<file path="src/rtl/spdif_pkg.sv">
// Shared constants and types for the parametrised S/PDIF transmitter.
// Preambles are listed MSB first, one half-bit per tick.
package spdif_pkg;

    localparam logic [7:0] PRE_X = 8'b1110_0010;
    localparam logic [7:0] PRE_Y = 8'b1110_0100;
    localparam logic [7:0] PRE_Z = 8'b1110_1000;

    localparam int FRAMES_PER_BLOCK   = 192;
    localparam int TICKS_PER_SUBFRAME = 64;

    localparam int AUX_LSB = 4;
    localparam int V_BIT   = 28;
    localparam int U_BIT   = 29;
    localparam int C_BIT   = 30;
    localparam int P_BIT   = 31;

    typedef enum logic [1:0] {
        ST_IDLE  = 2'd0,
        ST_LEFT  = 2'd1,
        ST_RIGHT = 2'd2
    } tx_state_e;

endpackage

</file>
<file path="src/rtl/spdif_sample_fifo.sv">
// Sample-pair FIFO with full/empty flags derived from wrap-bit pointers.
// Read data is combinational so a pop and its data land in the same cycle.
module spdif_sample_fifo #(
    parameter int W     = 48,
    parameter int DEPTH = 4
) (
    input  logic         clk_i,
    input  logic         rst_ni,
    input  logic         push_i,
    input  logic [W-1:0] wdata_i,
    input  logic         pop_i,
    output logic [W-1:0] rdata_o,
    output logic         full_o,
    output logic         empty_o
);

    localparam int AW = $clog2(DEPTH);

    logic [AW:0]  wr_ptr_q, rd_ptr_q;
    logic [W-1:0] mem_q [DEPTH];
    logic         push_ok, pop_ok;

    assign empty_o = (wr_ptr_q == rd_ptr_q);
    assign full_o  = (wr_ptr_q[AW] != rd_ptr_q[AW]) &&
                     (wr_ptr_q[AW-1:0] == rd_ptr_q[AW-1:0]);
    assign push_ok = push_i && !full_o;
    assign pop_ok  = pop_i && !empty_o;
    assign rdata_o = mem_q[rd_ptr_q[AW-1:0]];

    always_ff @(posedge clk_i or negedge rst_ni) begin
        if (!rst_ni) begin
            wr_ptr_q <= '0;
            rd_ptr_q <= '0;
        end else begin
            if (push_ok) wr_ptr_q <= wr_ptr_q + (AW+1)'(1);
            if (pop_ok)  rd_ptr_q <= rd_ptr_q + (AW+1)'(1);
        end
    end

    always_ff @(posedge clk_i) begin
        if (push_ok) mem_q[wr_ptr_q[AW-1:0]] <= wdata_i;
    end

endmodule

</file>
<file path="src/rtl/spdif_tx_param.sv">
// IEC 60958 transmitter: FIFO-fed subframe builder plus BMC line encoder.
// All timing is driven by the half-bit enable; tick 63 of each subframe is the load point.
module spdif_tx_param
    import spdif_pkg::*;
#(
    parameter int SAMPLE_W   = 24,
    parameter int FIFO_DEPTH = 4,
    parameter int CS_W       = 32
) (
    input  logic                clk_i,
    input  logic                rst_ni,
    input  logic                bit_en_i,
    input  logic                enable_i,
    input  logic                sample_valid_i,
    output logic                sample_ready_o,
    input  logic [SAMPLE_W-1:0] sample_l_i,
    input  logic [SAMPLE_W-1:0] sample_r_i,
    input  logic [CS_W-1:0]     cs_i,
    output logic                spdif_o,
    output logic                block_start_o,
    output logic                underrun_o
);

    localparam logic [5:0] LAST_TICK  = 6'(TICKS_PER_SUBFRAME - 1);
    localparam logic [7:0] LAST_FRAME = 8'(FRAMES_PER_BLOCK - 1);

    tx_state_e                 state_q, state_d;
    logic [5:0]                tick_q, tick_d;
    logic [7:0]                frame_q, frame_d;
    logic [31:0]               word_q, word_d;
    logic [7:0]                pre_q, pre_d;
    logic [SAMPLE_W-1:0]       hold_r_q, hold_r_d;
    logic                      hold_v_q, hold_v_d;
    logic [CS_W-1:0]           cs_q, cs_d;
    logic                      spdif_q, spdif_d;
    logic                      block_start_q, block_start_d;
    logic                      underrun_q, underrun_d;

    logic                      fifo_full, fifo_empty, fifo_push, fifo_pop;
    logic [2*SAMPLE_W-1:0]     fifo_rdata;
    logic [SAMPLE_W-1:0]       fifo_l, fifo_r;
    logic                      load, left_load, c_bit;
    logic [CS_W-1:0]           cs_eff;
    logic [FRAMES_PER_BLOCK-1:0] cs_ext;

    function automatic logic [31:0] build_word(input logic [SAMPLE_W-1:0] s,
                                               input logic v, input logic c);
        logic [31:0] w;
        w = '0;
        w[V_BIT-1 -: SAMPLE_W] = s;
        w[V_BIT] = v;
        w[U_BIT] = 1'b0;
        w[C_BIT] = c;
        w[P_BIT] = ^w[C_BIT:AUX_LSB];
        return w;
    endfunction

    spdif_sample_fifo #(.W(2*SAMPLE_W), .DEPTH(FIFO_DEPTH)) u_fifo (
        .clk_i   (clk_i),
        .rst_ni  (rst_ni),
        .push_i  (fifo_push),
        .wdata_i ({sample_l_i, sample_r_i}),
        .pop_i   (fifo_pop),
        .rdata_o (fifo_rdata),
        .full_o  (fifo_full),
        .empty_o (fifo_empty)
    );

    assign fifo_push      = sample_valid_i && !fifo_full;
    assign sample_ready_o = !fifo_full;
    assign fifo_l         = fifo_rdata[2*SAMPLE_W-1 -: SAMPLE_W];
    assign fifo_r         = fifo_rdata[SAMPLE_W-1:0];

    // Idle parks tick_q at 63, so every enable pulse in idle is a left load.
    assign load      = bit_en_i && (tick_q == LAST_TICK);
    assign left_load = load && (state_q != ST_LEFT);

    // Frame 0 uses the status word being latched this very cycle.
    assign cs_eff = (left_load && frame_q == 8'd0) ? cs_i : cs_q;
    assign cs_ext = FRAMES_PER_BLOCK'(cs_eff);
    assign c_bit  = cs_ext[frame_q];

    always_ff @(posedge clk_i or negedge rst_ni) begin
        if (!rst_ni) state_q <= ST_IDLE;
        else         state_q <= state_d;
    end

    always_comb begin
        state_d = state_q;
        if (left_load)  state_d = enable_i ? ST_LEFT : ST_IDLE;
        else if (load)  state_d = ST_RIGHT;
    end

    always_comb begin
        tick_d        = tick_q;
        frame_d       = frame_q;
        word_d        = word_q;
        pre_d         = pre_q;
        hold_r_d      = hold_r_q;
        hold_v_d      = hold_v_q;
        cs_d          = cs_q;
        spdif_d       = spdif_q;
        block_start_d = 1'b0;
        underrun_d    = 1'b0;
        fifo_pop      = 1'b0;
        if (bit_en_i) begin
            if (state_q == ST_IDLE)  spdif_d = 1'b0;
            else if (tick_q < 6'd8)  spdif_d = pre_q[~tick_q[2:0]];
            else if (!tick_q[0])     spdif_d = ~spdif_q;
            else                     spdif_d = spdif_q ^ word_q[tick_q[5:1]];
            tick_d = (state_d == ST_IDLE) ? LAST_TICK : tick_q + 6'd1;
            if (left_load) begin
                if (!enable_i) begin
                    frame_d = 8'd0;
                end else begin
                    fifo_pop   = !fifo_empty;
                    underrun_d = fifo_empty;
                    hold_v_d   = fifo_empty;
                    hold_r_d   = fifo_empty ? '0 : fifo_r;
                    word_d     = build_word(fifo_empty ? '0 : fifo_l, fifo_empty, c_bit);
                    pre_d      = (frame_q == 8'd0) ? PRE_Z : PRE_X;
                    if (frame_q == 8'd0) begin
                        cs_d          = cs_i;
                        block_start_d = 1'b1;
                    end
                end
            end else if (load) begin
                word_d  = build_word(hold_r_q, hold_v_q, c_bit);
                pre_d   = PRE_Y;
                frame_d = (frame_q == LAST_FRAME) ? 8'd0 : frame_q + 8'd1;
            end
        end
    end

    always_ff @(posedge clk_i or negedge rst_ni) begin
        if (!rst_ni) begin
            tick_q        <= LAST_TICK;
            frame_q       <= '0;
            word_q        <= '0;
            pre_q         <= '0;
            hold_r_q      <= '0;
            hold_v_q      <= 1'b0;
            cs_q          <= '0;
            spdif_q       <= 1'b0;
            block_start_q <= 1'b0;
            underrun_q    <= 1'b0;
        end else begin
            tick_q        <= tick_d;
            frame_q       <= frame_d;
            word_q        <= word_d;
            pre_q         <= pre_d;
            hold_r_q      <= hold_r_d;
            hold_v_q      <= hold_v_d;
            cs_q          <= cs_d;
            spdif_q       <= spdif_d;
            block_start_q <= block_start_d;
            underrun_q    <= underrun_d;
        end
    end

    assign spdif_o       = spdif_q;
    assign block_start_o = block_start_q;
    assign underrun_o    = underrun_q;

endmodule

</file>
<file path="config.mk">
export PLATFORM = sky130hd
export DESIGN_NAME = spdif_tx_param
export DESIGN_NICKNAME = d
export VERILOG_FILES = /design/src/rtl/spdif_pkg.sv /design/src/rtl/spdif_sample_fifo.sv /design/src/rtl/spdif_tx_param.sv
export SDC_FILE = /design/constraint.sdc
export NUM_CORES = 1
export LEC_CHECK = 0
export ABC_AREA = 1
export CORE_MARGIN = 8
export CORE_UTILIZATION = 45
export DETAILED_ROUTE_END_ITERATION = 6
export PLACE_DENSITY = 0.68
export SLEW_MARGIN = 10
export SYNTH_ARGS = -nofsm -noshare
export SYNTH_HDL_FRONTEND = slang
export SYNTH_SLANG_ARGS = --single-unit
</file>
<file path="constraint.sdc">
create_clock -name clk_i -period 4.43 [get_ports clk_i]
set_clock_uncertainty 0.2 [all_clocks]
set_input_delay 1.329 -clock clk_i [delete_from_list [all_inputs] [get_ports clk_i]]
set_output_delay 1.329 -clock clk_i [all_outputs]
set_load 0.03 [all_outputs]
</file>
Word level (Yosys, flattened, before mapping)
Memories as Yosys holds them, arrays and structs flattened.
Index checks and enable logic that the tools add are counted.
{"block": "op_classes", "n_mux": 39, "add_sub_neg": 4, "bitwise_logic": 3, "n_eq_ne": 8, "order_cmp": 4, "n_reduce_logical": 19}
{"op": "32-bit two-way mux", "n": 4}
{"op": "8-bit two-way mux", "n": 7}
{"op": "27-bit XOR reduction", "n": 2}
{"op": "24-bit two-way mux", "n": 2}
{"op": "1-bit two-way mux", "n": 19}
{"op": "8-bit by 9-bit less-than comparator with 1-bit output, second input constant", "n": 1}
{"op": "3-bit AND reduction", "n": 3}
{"op": "8-bit by 1-bit adder with 8-bit output, second input constant", "n": 1}
{"op": "1-bit binary-select mux with 8-bit select", "n": 1}
{"op": "8-bit == test, second input constant", "n": 1}
{"op": "8-bit zero test", "n": 1}
{"op": "1-bit logical AND", "n": 7}
{"op": "3-bit by 1-bit adder with 3-bit output, second input constant", "n": 2}
{"op": "6-bit by 1-bit adder with 6-bit output, second input constant", "n": 1}
{"op": "6-bit == test, second input constant", "n": 1}
{"op": "5-bit by 6-bit less-than comparator with 1-bit output, second input constant", "n": 1}
{"op": "6-bit by 4-bit less-than comparator with 1-bit output, second input constant", "n": 1}
{"op": "6-bit two-way mux", "n": 1}
{"op": "1-bit binary-select mux with 5-bit select", "n": 1}
{"op": "2-bit zero test", "n": 2}
{"op": "3-bit by 4-bit less-than comparator with 1-bit output, second input constant", "n": 1}
{"op": "2-bit two-way mux", "n": 2}
{"op": "4-bit two-way mux", "n": 1}
{"op": "2-bit != test, second input constant", "n": 2}
{"op": "other kinds (11)", "n": 12}
{"block": "word_totals", "ramBits": 192, "mem_count": 1, "wordCells": 91, "register_bits": 122}
{"name": "u_fifo.mem_q", "depth": 4, "word_bits": 48, "read_ports": 1, "rd_ports_with_merged_regs": 0, "write_ports": 1, "line": "spdif_sample_fifo.sv:20", "rtl": "logic [W-1:0] mem_q [DEPTH];"}

Logic depth before layout (Yosys ltp)
{"block": "logic_depth", "depth_word": 10, "depth_mapped": 23, "mapped_depth_nobuf": 21}

Hierarchy
Synthesis repeated with hierarchy kept, for this count alone.
{"block": "hier_totals", "cells_unflattened": 1416, "hier_area_um2": 13998.4}
{"module": "spdif_sample_fifo", "area_each_um2": 7583.5, "n_inst": 1, "cells_per_inst": 524, "seq_area_each_um2": 5915.7}
{"module": "spdif_tx_param", "area_each_um2": 6414.9, "n_inst": 1, "cells_per_inst": 892, "seq_area_each_um2": 2685.1}

Least setup slack after synthesis
OpenSTA, ideal clock, no wires.
{"block": "synth_timing", "kind": "in2reg", "from": "input port sample_valid_i", "to": "memory u_fifo.mem_q[3][0] (enable)", "arrival_time_ps": 3577, "stages": 2, "setup_slack_ps": 196, "path_buffers": 0, "cell_sequence": "nand2_1 nor2_1"}
{"block": "synth_between", "elab_chain_len": 4}
{"item": "start: declaration", "line": "spdif_tx_param.sv:14", "rtl": "input logic sample_valid_i,"}
{"item": "1-bit logical AND", "line": "spdif_tx_param.sv:69", "rtl": "assign fifo_push = sample_valid_i && !fifo_full;"}
{"item": "1-bit logical AND", "line": "spdif_sample_fifo.sv:26", "rtl": "assign push_ok = push_i && !full_o;"}
{"item": "1-bit two-way mux", "line": "spdif_sample_fifo.sv:41", "rtl": "if (push_ok) mem_q[wr_ptr_q[AW-1:0]] <= wdata_i;"}
{"item": "1-bit two-way mux (not written as such)", "line": "spdif_sample_fifo.sv:41"}
{"item": "end: declaration", "line": "spdif_sample_fifo.sv:20"}
Every way passes these cells.

Worst setup path in the final report
{"block": "layout_timing", "from": "register u_fifo.rd_ptr_q[0]", "to": "output port sample_ready_o"}
{"block": "layout_between", "elab_chain_len": 3}
{"item": "start: declaration", "line": "spdif_sample_fifo.sv:19", "rtl": "logic [AW:0] wr_ptr_q, rd_ptr_q;"}
{"item": "start signal: assignment", "line": "spdif_sample_fifo.sv:36", "rtl": "if (pop_ok) rd_ptr_q <= rd_ptr_q + (AW+1)'(1);"}
{"item": "2-bit == test", "line": "spdif_sample_fifo.sv:25", "rtl": "(wr_ptr_q[AW-1:0] == rd_ptr_q[AW-1:0]);"}
{"item": "1-bit logical AND", "line": "spdif_sample_fifo.sv:24", "rtl": "assign full_o = (wr_ptr_q[AW] != rd_ptr_q[AW]) &&"}
{"item": "1-bit zero test", "line": "spdif_tx_param.sv:70", "rtl": "assign sample_ready_o = !fifo_full;"}
{"item": "end: declaration", "line": "spdif_tx_param.sv:15", "rtl": "output logic sample_ready_o,"}
Every way passes these cells.

==> impl_metrics.toml <==
[power_and_ir_drop]
fin_total_pwr_mw = 9.500
cellLeakagePower_nw = 7.117
switching_share = 0.3477
share_seq_of_total_power = 0.404
maximum_resistive_drop_on_vdd_mv = 0.3472
p_int_mw = 6.197
switchingPower_mw = 3.303
power_frac_comb = 0.293
share_clk_of_total_power = 0.303
pwr_density_cell_nw_per_um2 = 570.4

[floorplanning]
fp.dieW_um = 193.7
die-height_um = 193.7
floorplan.core_area_sq_um = 31310
boundaryPins = 89
rows = 65
design.die.area_sq_um = 37510
floorplan.initialDensity = 0.4537

[critical_path]
worstPathMaxFanout = 28
crit_chain = "inv_2, nand2_1, nand2_1, nand4_1, clkdlybuf4s50_1"
worstReg2RegEnd = "word_q[31]$_DFFE_PN0P_"
critPathCaptureType = "output pin"
critPathLaunchType = "flop"
worst_path_largest_cell_delay_ns = 0.75
path_buf_inv = 2
worst_path_dominant_cell_family = "buffers and inverters"
regToRegStartpoint = "u_fifo.rd_ptr_q[0]$_DFFE_PN0P_"
reg2reg_setup_slack_ns = 0.90
worst-setup-path-type = "flop to output pin"
worst_path_max_delay_cell = "clkdlybuf4s50_1"
critPathRequiredTime_ns = 2.90
path_common_cell = "nand2_1"
worst_ep_arrival_time_ns = 2.37
timing.reg2reg.worst_path_depth = 21

[sta]
max_freq_mhz = 256.4
fin_hold_ws_ns = 0.2722
timing.setup.tns_ns = 0
setup_viol = 0
hold_violations = 0
finalCritPeriodShare = 0.8803
grt_setup_unrepaired = "no"
worst_pin_slew_ns = 1.111
timing_max_transition_violations_final = 0
timing.slew.headroom = 0.2597
min_period_ns = 3.900

[routing]
vias = 10755
remaining_drcs = 0
postRouteWirelength_um = 34330
count_of_tritonroute_iterations_in_the_first_routing_pass = 5
post_drt_via_cell_ratio = 5.277
drt_iter0_drc = 760
drt.antenna.violating_nets = 0
route.detailed.wl_per_inst_um = 16.84

[global_route]
gr-usage-all-layers = 0.1816
grt_antenna_before_repair = 0
gr-usage-met3 = 0.03193
grtUsageMet1 = 0.2336
met2_grt_util = 0.3075
number_of_global_route_vias_before_repair = 10553
top_usage_layer_grt = "met2"
grt_overflow_total = 0
grt_start_max_net_pins = 102
grt_pass1_wl_um = 55770

[finish]
area_of_the_multi_input_gates_sq_um = 4954
final_util = 0.5319
area_delta_synth_final_pct = 17.23
fillCellCount = 2705
layout.cells.most_common = "nand2_1"
most-common-layout-cells = "623 x nand2_1, 192 x edfxtp_1, 191 x nand3_1"
finish.net_count = 1704
seq_area_sq_um = 8603
drive_above_1_share = 0.06785
antennaDiodeCount = 0

[placed_design]
buffer_ports.inserted = 88
placer_s_final_routability_congestion_estimate = 0.8410
dp_hpwl_um = 21130

[clock_tree]
clock_latency_on_the_worst_skew_pair_ns = 0.53
cts_hold_repair.buffers = 0
clock_buffers_created_by_tritoncts = 34
clock_tree_from_tritoncts = "built"
postCtsSetupRepairBufs = 0
ctsLongestPathBuffers = 3
clkSlewWorstSetupHoldPaths_ns = 0.06
cts_root_buf = "clkbuf_16"
clock-sinks = 305
h-tree-depth = 2
cts.repair.resized = 0

[yosys]
netlist.area_leader.share = 0.4058
main_flop_type_after_synthesis = "edfxtp_1"
post_synth_instance_area_sq_um = 14210
synth_area_leader_cell = "edfxtp_1"
postSynthNetCount = 1634
synth_warnings = 0
synthCells = 1541
synth_edf_count = 192
postSynth.asyncResetShare = 0.3705
synth_cell_types = 36
synth_area_leaders = "edfxtp_1 41%, dfrtp_1 19%, nand2_1 16%, nand3_1 6.7%, o21ai_0 3.0%"
avgSynthCellArea_sq_um = 9.219
seq_area_frac_synth = 0.6054
synth-seq-cells = 305

[hold_path]
hold_path.startpoint = "cs_q[12]$_DFFE_PN0P_"
hold_path_depth = 2
hold_class = "flop to flop"
hold-path-endpoint = "cs_q[12]$_DFFE_PN0P_"

[run]
maxCapViolCount = 0

[outcome]
run_status = "complete, no violations"
==> tightest hold or removal path, cell delays in order (launching register included) <==
cell and delay [ns]:
dfrtp_1 0.34, nand2_1 0.06, nand2_1 0.05
==> how the worst max path moves through the flow <==
| stage | slack (ns) | endpoint | from | cells after the start |
|---|---|---|---|---|
| floorplan | 0.20 | u_fifo.mem_q[3][0]$_DFFE_PP_ | sample_valid_i | 2 |
| global placement | 0.58 | tick_q[2]$_DFFE_PN1P_ | bit_en_i | 12 |
| detailed placement | 0.52 | tick_q[2]$_DFFE_PN1P_ | bit_en_i | 12 |
| CTS | 0.51 | sample_ready_o | u_fifo.rd_ptr_q[0]$_DFFE_PN0P_ | 5 |
| global route | 0.42 | word_q[31]$_DFFE_PN0P_ | u_fifo.rd_ptr_q[0]$_DFFE_PN0P_ | 21 |
| finish | 0.53 | sample_ready_o | u_fifo.rd_ptr_q[0]$_DFFE_PN0P_ | 5 |
==> power by group through the flow <==
stage | registers [mW] | logic [mW] | clock network [mW]
2_1_floorplan | 3.79 | 2.03 | 0
3_3_place_gp | 3.87 | 2.71 | 0
3_5_place_dp | 3.88 | 2.78 | 0
4_1_cts | 3.83 | 2.80 | 2.93
5_1_grt | 3.88 | 3.18 | 3.05
6_report | 3.83 | 2.79 | 2.88
==> cell families after synthesis <==
logic type,synth area share
xor+xnor,0.01911
buf+inv,0.04879
flops,0.6054
fa+ha+maj,0.007046
compound gates,0.06852
simple gates,0.2511
==> registers in the layout, summed over array words and instances (netlist names) <==
signal / flops
block_start_o: 1
cs_q: 32
state_q: 2
spdif_o: 1
word_q: 27
hold_v_q: 1
frame_q: 8
u_fifo.wr_ptr_q: 3
underrun_o: 1
tick_q: 6
hold_r_q: 24
pre_q: 4
u_fifo.rd_ptr_q: 3
u_fifo.mem_q: 192
==> through the flow <==
stage	instances	worst slack (ns)	cell area, sq um
after global routing	2038	0.4248	16650
after detailed placement	1977	0.5179	15500
after CTS	2038	0.5075	16650
after global placement	1977	0.5778	15500
after floorplan	1541	0.1961	14210
final	2038	0.5302	16650
==> cell usage after synthesis (2+ instances only) <==
master / n
nor2_1: 35
nor2_4: 3
dfrtp_1: 107
o22ai_1: 4
buf_2: 26
edfxtp_1: 192
nand3_1: 191
o211ai_1: 3
nand3_2: 2
ha_1: 8
xor2_1: 13
a32o_1: 24
a22oi_1: 2
nor3_1: 5
nand4_1: 5
buf_4: 6
buf_6: 2
o21ai_0: 84
clkbuf_1: 31
a21oi_1: 41
inv_1: 77
buf_1: 9
inv_2: 14
dfstp_2: 6
xnor2_1: 18
nand2_1: 623
==> per-layer routing <==
layer,up-vias,part of all wire
met5,-,0
met4,0,0.023
met3,56,0.055
met2,301,0.48
met1,5105,0.44
li1,5293,-
==> area by class of cell <==
class / instances / area share
repair buffers: 108 / 0.06551
multi-input cells: 1070 / 0.2974
clock inverters: 18 / 0.01458
well taps: 402 / 0.03020
inverters: 92 / 0.02074
clock buffers: 43 / 0.05492
flip-flops and latches: 305 / 0.5166
Note: power is estimated with default switching activity, not from simulation.
==> RTL change, RTL diff (config.mk and constraints unchanged) <==
`FIFO_DEPTH`: 4 -> 8.
--- a/src/rtl/spdif_tx_param.sv
+++ b/src/rtl/spdif_tx_param.sv
@@ -5,5 +5,5 @@
 #(
     parameter int SAMPLE_W   = 24,
-    parameter int FIFO_DEPTH = 4,
+    parameter int FIFO_DEPTH = 8,
     parameter int CS_W       = 32
 ) (
Behaviour: no difference found for any inputs over 4 cycles, from zero or initial values and one cycle with rst_ni low; that may be too few to reach the edited logic, so the function may still have changed.
==> RTL change against the original RTL <==
  * Wire length up 56%
  * Setup slack better by 0.047 ns
  * Total power increased by 43%
  * Sequential cell count increased by 194
  * Core utilization down 0.91 points
  * Design area increased by 54%
  * Sequential share of layout area rose by 4.7 points
  * Synthesized area up 57%
  * Cell count up 49%
==> RTL change: results (changes against the original RTL) <==
| Metric | Value |
|---|---|
| Outcome | finished clean |
| Final WL | 53600 um (+56%) |
| Maximum vdd ir drop | 345 uV (-0.61%) |
| Mux cell area share after synthesis | 0.000504 (+0.000504) |
| Max FFs per register | 384 (+100%) |
| Post-place instance area | 24000 um^2 (+55%) |
| Syn avg cell area | 9.82 um^2 (+6.5%) |
| Worst-Margin Slew | 1.05 ns (-0.0570 ns) |
| Synth top cells by count | nand2_1 (650), edfxtp_1 (384), nand3_1 (213) |
| Initial antenna violation count | 1 (+1) |
| DR top layer | met5 |
| Worst R2R Path Depth | 18 (-14%) |
| Top post-synthesis cells by area | edfxtp_1 (52%), dfrtp_1 (12%), nand2_1 (11%), nand3_1 (4.8%), o21ai_0 (3.7%) |
| Slowest-stage cell, CP | clkdlybuf4s50_1 |
| Met3 usage | 0.0317 (-0.000237) |
| Leak | 10.6 nW (+49%) |
| Adder-Cell Fraction of Synth Area | 0.00280 (-0.00425) |
| CTS Buf Count | 51 (+50%) |
| Share of cells above drive strength 1 | 0.0628 (-0.00509) |
| Final hold slack | 0.265 ns (-0.00688 ns) |
| First-pass GRT wire length | 85800 um (+54%) |
| EDFF count, synth | 384 (+100%) |
| Largest net degree at the start of global routing | 97 (-4.9%) |
| Synth Area in XOR/XNOR | 0.0129 (-0.00618) |
| Tmin final | 3.85 ns (-0.0474 ns) |
| M1 GR Usage | 0.252 (+0.0182) |
| GR Util All Layers | 0.188 (+0.00648) |
| Fin nets | 2426 (+42%) |
| Post-DP HPWL | 30800 um (+46%) |
| Fillers | 4281 (+58%) |
| Clk. pwr | 4.12 mW (+43%) |
| Inst Count DP | 2947 (+49%) |
| Sequential share of the synthesized area | 0.645 (+0.0397) |
| Reg2reg setup slack | 1.09 ns (+0.19 ns) |
| Drt first-iter violations | 1438 (+89%) |
| First-pass iteration count of the detailed router | 7 (+2) |
| Crit path capture | sample_ready_o |
| GR Layer Usage met2 | 0.314 (+0.00641) |
| Crit path max fanout | 14 (-50%) |
| Switch share | 0.320 (-0.0273) |
| Max stage delay on crit path | 0.64 ns (-0.11 ns) |
| Beginning of the worst hold path | pre_q[6] |
| Avg WL per Cell | 17.6 um (+4.7%) |
| Worst path arrival time | 2.32 ns (-0.05 ns) |
| Vias | 16000 (+49%) |
| P_comb | 3.32 mW (+19%) |
| GP Congestion | 0.857 (+1.8%) |
| Metal2 WL | 25300 um (+52%) |
| CP Launch Point | u_fifo.rd_ptr_q[1] |
| Synth Area in Compound Gates | 0.0770 (+0.00847) |
| Clk Latency, worst-skew pair | 0.60 ns (+0.07 ns) |
| Worst slack at placement | 0.377 ns (-0.141 ns) |
| Worst Hold Endpoint | pre_q[6] |
| Comb power frac | 0.245 (-0.048) |
| RR Startpoint | tick_q[1] |
| Async S/R FF share, synth | 0.230 (-0.140) |
[RTL change: cell count changes in the layout (fill, tap and decap cells not counted), sizes merged, moves of 23 or more]
cell / change
inv: +128
o21ai: +87
o22ai: +44
nor2: +177
a22o: +25
nand2: +29
edfxtp: +192
a32o: -23
[RTL change: final cells by class]
| cell class | count | area, um^2 | area share |
|---|---|---|---|
| clock buffer | 63 | 1320 | 0.0516 |
| sequential | 499 | 14400 | 0.564 |
| inverter | 221 | 832 | 0.0325 |
| multi-input combinational | 1435 | 6620 | 0.259 |
| clock inverter | 28 | 279 | 0.0109 |
| tap | 664 | 831 | 0.0325 |
| timing repair buffer | 128 | 1280 | 0.0500 |
| antenna | 1 | 2.50 | 0.0000978 |
[RTL change: tightest hold or removal path: cells and delay by family, from the launching register on]
kind,cells,cell delay [ns]
AND/OR/NAND/NOR,1,0.05
buffers and inverters,1,0.05
flip-flops,1,0.33
